[config.mk]
export PLATFORM = sky130hd
export DESIGN_NAME = conexion_p1_a_p2
export DESIGN_NICKNAME = d
export VERILOG_FILES = /design/src/rtl/conexion_p1_a_p2_pkg.sv /design/src/rtl/conexion_p1_a_p2_watchdog_cnt.sv /design/src/rtl/conexion_p1_a_p2.sv
export SDC_FILE = /design/constraint.sdc
export NUM_CORES = 1
export LEC_CHECK = 0
export BUFFER_PORTS_ARGS = -buffer_cell sky130_fd_sc_hd__buf_2
export CAP_MARGIN = 10
export CORE_MARGIN = 4
export CORE_UTILIZATION = 45
export DETAILED_ROUTE_END_ITERATION = 8
export PLACE_DENSITY = 0.79
export SYNTH_ARGS = -nofsm -noshare
export SYNTH_HDL_FRONTEND = slang
export SYNTH_SLANG_ARGS = --single-unit
[constraint.sdc]
create_clock -name clk -period 2.38 [get_ports clk]
set_input_delay 0.119 -clock clk [delete_from_list [all_inputs] [get_ports clk]]
set_output_delay 0.119 -clock clk [all_outputs]
set_load 0.05 [all_outputs]
[src/rtl/conexion_p1_a_p2_pkg.sv]
// Shared definitions for the P1->P2 return path: FSM state encoding and field-select codes.
package conexion_p1_a_p2_pkg;

   typedef enum logic [2:0] {
      IDLE   = 3'd0,
      ENV_D  = 3'd1,
      ENV_Q  = 3'd2,
      ENV_Q1 = 3'd3,
      FIN    = 3'd4,
      ERR    = 3'd5
   } estado_t;

   localparam logic [1:0] SEL_DATO = 2'b00;
   localparam logic [1:0] SEL_Q    = 2'b01;
   localparam logic [1:0] SEL_Q1   = 2'b10;

   // True while a field is presented and waiting for ack
   function automatic logic en_envio(input estado_t e);
      return (e == ENV_D) || (e == ENV_Q) || (e == ENV_Q1);
   endfunction

endpackage

[src/rtl/conexion_p1_a_p2_watchdog_cnt.sv]
// Per-field watchdog: loadable up-counter with clear/enable and terminal count at TIMEOUT-1.
module conexion_p1_a_p2_watchdog_cnt #(
   parameter int unsigned ANCHO_CNT = 8,
   parameter int unsigned TIMEOUT   = 255
) (
   input  logic                 clk,
   input  logic                 reset,
   input  logic                 clr,
   input  logic                 en,
   input  logic                 load,
   input  logic [ANCHO_CNT-1:0] valor,
   output logic                 tc_c
);

   logic [ANCHO_CNT-1:0] cnt;

   // Clear has priority so an ack on the expiry cycle restarts the count
   always_ff @(posedge clk or posedge reset) begin
      if (reset) begin
         cnt <= '0;
      end else if (clr) begin
         cnt <= '0;
      end else if (load) begin
         cnt <= valor;
      end else if (en) begin
         cnt <= cnt + ANCHO_CNT'(1);
      end
   end

   assign tc_c = (cnt == ANCHO_CNT'(TIMEOUT - 1));

endmodule

[src/rtl/conexion_p1_a_p2.sv]
// Returns the P1 data field and two flags to P2 as three valid/ack field transfers with a watchdog.
module conexion_p1_a_p2
   import conexion_p1_a_p2_pkg::*;
#(
   parameter int unsigned ANCHO_DATO = 5,
   parameter int unsigned TIMEOUT    = 255,
   parameter int unsigned ANCHO_CNT  = 8
) (
   input  logic                  clk,
   input  logic                  reset,
   input  logic                  listo,
   input  logic [ANCHO_DATO-1:0] qq_in,
   input  logic                  q_in,
   input  logic                  q1_in,
   input  logic                  ack,
   output logic [ANCHO_DATO-1:0] dato_out,
   output logic [1:0]            sel,
   output logic                  valido,
   output logic                  ocupado,
   output logic                  hecho,
   output logic                  error_to,
   output logic                  perdido
);

   estado_t estado;
   logic    snap_q;
   logic    snap_q1;
   logic    wd_en_c;
   logic    wd_clr_c;
   logic    wd_tc_c;

   assign wd_en_c  = en_envio(estado);
   assign wd_clr_c = !wd_en_c || ack;

   conexion_p1_a_p2_watchdog_cnt #(
      .ANCHO_CNT (ANCHO_CNT),
      .TIMEOUT   (TIMEOUT)
   ) u_watchdog (
      .clk   (clk),
      .reset (reset),
      .clr   (wd_clr_c),
      .en    (wd_en_c),
      .load  (1'b0),
      .valor ('0),
      .tc_c  (wd_tc_c)
   );

   // dato_out doubles as the data-field snapshot; the flags are held separately
   always_ff @(posedge clk or posedge reset) begin
      if (reset) begin
         estado   <= IDLE;
         dato_out <= '0;
         sel      <= SEL_DATO;
         valido   <= 1'b0;
         ocupado  <= 1'b0;
         hecho    <= 1'b0;
         error_to <= 1'b0;
         perdido  <= 1'b0;
         snap_q   <= 1'b0;
         snap_q1  <= 1'b0;
      end else begin
         hecho    <= 1'b0;
         error_to <= 1'b0;
         if (listo && (estado != IDLE)) begin
            perdido <= 1'b1;
         end
         unique case (estado)
            IDLE: begin
               if (listo) begin
                  estado   <= ENV_D;
                  snap_q   <= q_in;
                  snap_q1  <= q1_in;
                  dato_out <= qq_in;
                  sel      <= SEL_DATO;
                  valido   <= 1'b1;
                  ocupado  <= 1'b1;
                  perdido  <= 1'b0;
               end
            end
            ENV_D, ENV_Q, ENV_Q1: begin
               if (ack) begin
                  if (estado == ENV_D) begin
                     estado   <= ENV_Q;
                     sel      <= SEL_Q;
                     dato_out <= ANCHO_DATO'(snap_q);
                  end else if (estado == ENV_Q) begin
                     estado   <= ENV_Q1;
                     sel      <= SEL_Q1;
                     dato_out <= ANCHO_DATO'(snap_q1);
                  end else begin
                     estado   <= FIN;
                     sel      <= SEL_DATO;
                     dato_out <= '0;
                     valido   <= 1'b0;
                     ocupado  <= 1'b0;
                     hecho    <= 1'b1;
                  end
               end else if (wd_tc_c) begin
                  estado   <= ERR;
                  sel      <= SEL_DATO;
                  dato_out <= '0;
                  valido   <= 1'b0;
                  ocupado  <= 1'b0;
                  error_to <= 1'b1;
               end
            end
            FIN, ERR: begin
               estado <= IDLE;
            end
            default: begin
               estado <= IDLE;
            end
         endcase
      end
   end

endmodule

==> impl_metrics.py <==
metrics = {
    "sta": {
        "slew_violations": 0,
        "setup_viol": 0,
        "whs_ns": 0.03470,
        "slew-limit-headroom_pct": 41.60,
        "clock_skew_ns": 0.005695,
        "hold_viol": 0,
        "fin_crit_sh_pct": 72.49,
        "fmax_ghz": 0.5796,
        "finalCriticalPeriod_ns": 1.725,
        "rsz0062_at_grt": "no",
        "worstMarginPinSlew_ns": 0.8750,
        "fin_setup_tns_ns": 0,
    },
    "yosys": {
        "yosysUniqueCellTypes": 35,
        "avgSynthCellArea_um2": 10.98,
        "yosys_warnings": 0,
        "synth_top_area_share_pct": 53.63,
        "synth_area_mm2": 0.001120,
        "ys_async_sr_fraction_pct": 100.0,
        "synthTopCellsByCount": "dfrtp_1 (24), nor2_1 (13), inv_1 (8)",
        "yosysMostFrequentCell": "dfrtp_1",
        "synth_top_cell_by_area": "dfrtp_1",
        "synth_fp_nets": 115,
        "synth_edf_count": 0,
        "synthTopCellsByArea": "dfrtp_1 (54%), nor2_1 (4.4%), nand3_1 (3.1%), xor2_1 (3.1%), inv_1 (2.7%)",
        "yosysSeqAreaShare_pct": 53.63,
        "ys_ff_latch": 24,
        "postSynthCellCount": 102,
        "ys.flop_type": "dfrtp_1",
    },
    "drt": {
        "vias": 799,
        "wirelength_mm": 1.946,
        "drtAntennaViolNets": 0,
        "met1_length_um": 900,
        "drt_iter0_drc": 10,
        "highest-signal-layer": "met4",
        "drc": 0,
        "avgViaCountPerCell": 5.222,
        "dr.pass1.iters": 4,
        "route.met2.wl_um": 958,
        "avgRoutedWirePerCell_um": 12.72,
        "dr_wl_met3_um": 79,
    },
    "critical_path": {
        "required_ns": 2.58,
        "reg2reg_depth": 6,
        "arrival_ns": 1.93,
        "path_max_fanout": 6,
        "ff2ff_setup_slack_ns": 0.65,
        "r2r_start": "u_watchdog.cnt[0]",
        "startpoint_type": "flop",
        "critical_path_class": "flop to flop",
        "crit_path_end_kind": "flop",
        "r2r-end": "dato_out[0]",
    },
    "worst_hold_path": {
        "min_from": "qq_in[2]",
        "min_path_cells": 3,
        "worst_hold_path_type": "input port to flop",
        "worstHoldEndpoint": "dato_out[2]",
    },
    "place": {
        "gp_congestion": 0.8142,
        "port_buffers": 22,
        "dpl_cell_area_mm2": 0.001237,
        "hpwlAfterDp_mm": 1.493,
    },
    "global_routing": {
        "antenna_found_initial": 0,
        "grt-ovfl-total": 0,
        "grt_pass1_wl_mm": 3.332,
        "grt_max_degree": 25,
        "grt_pass1_vias": 798,
        "grt_use_total_pct": 12.56,
    },
    "cts": {
        "tritoncts": "done",
        "cts.sink_count": 24,
        "post_cts_buffers": 0,
        "htree_levels": 1,
        "ctsRootBufferMaster": "clkbuf_4",
        "clkTransAtPathRegs_ns": 0.12,
        "worstSkewPairLatency_ns": 0.31,
        "cts_made_buffers": 3,
        "clockBufferDepth": 2,
    },
    "layout": {
        "fin_area_mm2": 0.001300,
        "nets": 139,
        "drive_gt1_share_pct": 32.00,
        "diodes": 0,
        "fill_cells": 197,
        "area_delta_synth_final_pct": 16.09,
    },
    "pwr": {
        "p_leak_nw": 0.6134,
        "power_density_mw_per_mm2": 1276,
        "vdd_drop_max_v": 0.0006503,
    },
    "floorplanning": {
        "initial_core_util_pct": 48.75,
        "die_x_um": 57.89,
        "io_pins": 23,
        "die_height_um": 57.89,
        "core_area_mm2": 0.002297,
        "fp-row-count": 17,
        "dieArea_mm2": 0.003351,
    },
    "flow_run": {
        "drv_cap": 0,
    },
    "run_status": {
        "status": "complete, no violations",
    },
}
## registers in the layout (all words and copies together) (netlist names), named ones only
| name | flops |
|---|---|
| u_watchdog.cnt | 8 |
| dato_out | 5 |
| estado | 3 |
| sel | 2 |
| error_to | 1 |
| hecho | 1 |
| ocupado | 1 |
| snap_q | 1 |
| snap_q1 | 1 |
## layout by cell type, fill, tap and decap left out, drive strengths merged
cell / synthesis / routed
a21boi: 2 / 2
o32ai: 1 / 1
dfrtp: 24 / 24
dlygate4sd3: 0 / 1
o22ai: 1 / 1
xor2: 4 / 4
nor3: 2 / 2
nand3: 8 / 8
buf: 4 / 22
ha: 2 / 2
inv: 8 / 8
nor2b: 1 / 1
o311ai: 1 / 1
bufinv: 0 / 1
or2: 3 / 3
nor2: 15 / 15
nand2: 5 / 5
clkbuf: 0 / 3
nand4: 2 / 2
or3: 1 / 1
a32o: 2 / 2
o21bai: 1 / 1
o21a: 1 / 1
nor4b: 1 / 1
nor3b: 1 / 1
mux2: 3 / 3
a21oi: 1 / 1
o21ai: 6 / 6
xnor2: 1 / 1
and4: 1 / 1
## per-layer routing
metal	GRT usage (%)	vias up
li1	-	394
met1	14.83	393
met2	21.94	10
met3	2.227	2
met4	5.960	0
met5	0	-
## per-stage QoR
stage | setup slack (ns) | utilization (%) | instances | power [W]
6_report | 0.6547 | 56.59 | 153 | 0.001658
5_1_grt | 0.5698 | 56.59 | 153 | 0.001759
4_1_cts | 0.6522 | 56.59 | 153 | 0.001680
3_5_place_dp | 0.6822 | 53.87 | 148 | 0.001388
3_3_place_gp | 0.7225 | 53.87 | 148 | 0.001370
2_1_floorplan | 0.7771 | - | 102 | 0.001260
## layout make-up
| class | count | area [um2] | share of cell area (%) |
|---|---|---|---|
| clock buffers | 3 | 22.52 | 1.732 |
| repair buffers | 23 | 120.1 | 9.240 |
| multi-input cells | 66 | 461.7 | 35.51 |
| clock inverters | 1 | 30.03 | 2.310 |
| well taps | 28 | 35.03 | 2.695 |
| inverters | 8 | 30.03 | 2.310 |
| flip-flops and latches | 24 | 600.6 | 46.20 |
## worst max-delay path, cell delays in order, from the launching register on
cell and delay [ns]:
dfrtp_1 0.45, inv_1 0.08, ha_1 0.14, nand4_1 0.13, or2_4 0.29, a21boi_4 0.22, mux2_4 0.31
## power by group
part / internal, W / switching (W)
registers: 0.000527 / 0.000119
logic: 0.000236 / 0.000490
clock network: 0.000170 / 0.000116
total: 0.000933 / 0.000725
## how the worst max path moves through the flow
stage          slack, ns  cells after the start           to         startpoint
2_1_floorplan       0.78                      6  dato_out[0]  u_watchdog.cnt[0]
3_3_place_gp        0.72                      6  dato_out[0]  u_watchdog.cnt[0]
3_5_place_dp        0.68                      6  dato_out[0]  u_watchdog.cnt[0]
4_1_cts             0.65                      6  dato_out[0]  u_watchdog.cnt[0]
5_1_grt             0.57                      6  dato_out[0]  u_watchdog.cnt[0]
6_report            0.65                      6  dato_out[0]  u_watchdog.cnt[0]
## cell families (layout without fill, tap and decap cells)
kind of cell | Yosys count | after routing | share of synthesized area (%)
buffers and inverters | 12 | 35 | 5.139
adder cells (fa/ha/maj) | 2 | 2 | 2.234
flip-flops | 24 | 24 | 53.63
multiplexers | 3 | 3 | 3.351
AO/OA/AOI/OAI | 16 | 16 | 12.07
AND/OR/NAND/NOR | 40 | 40 | 19.66
XOR/XNOR | 5 | 5 | 3.910
## timing repair
action	4_1_cts	5_1_grt
hold buffers	1	0
endpoints found under the hold margin	14	0
endpoints found under the setup margin	0	0
resized for setup	0	0
(Power assumes the default switching activity.)
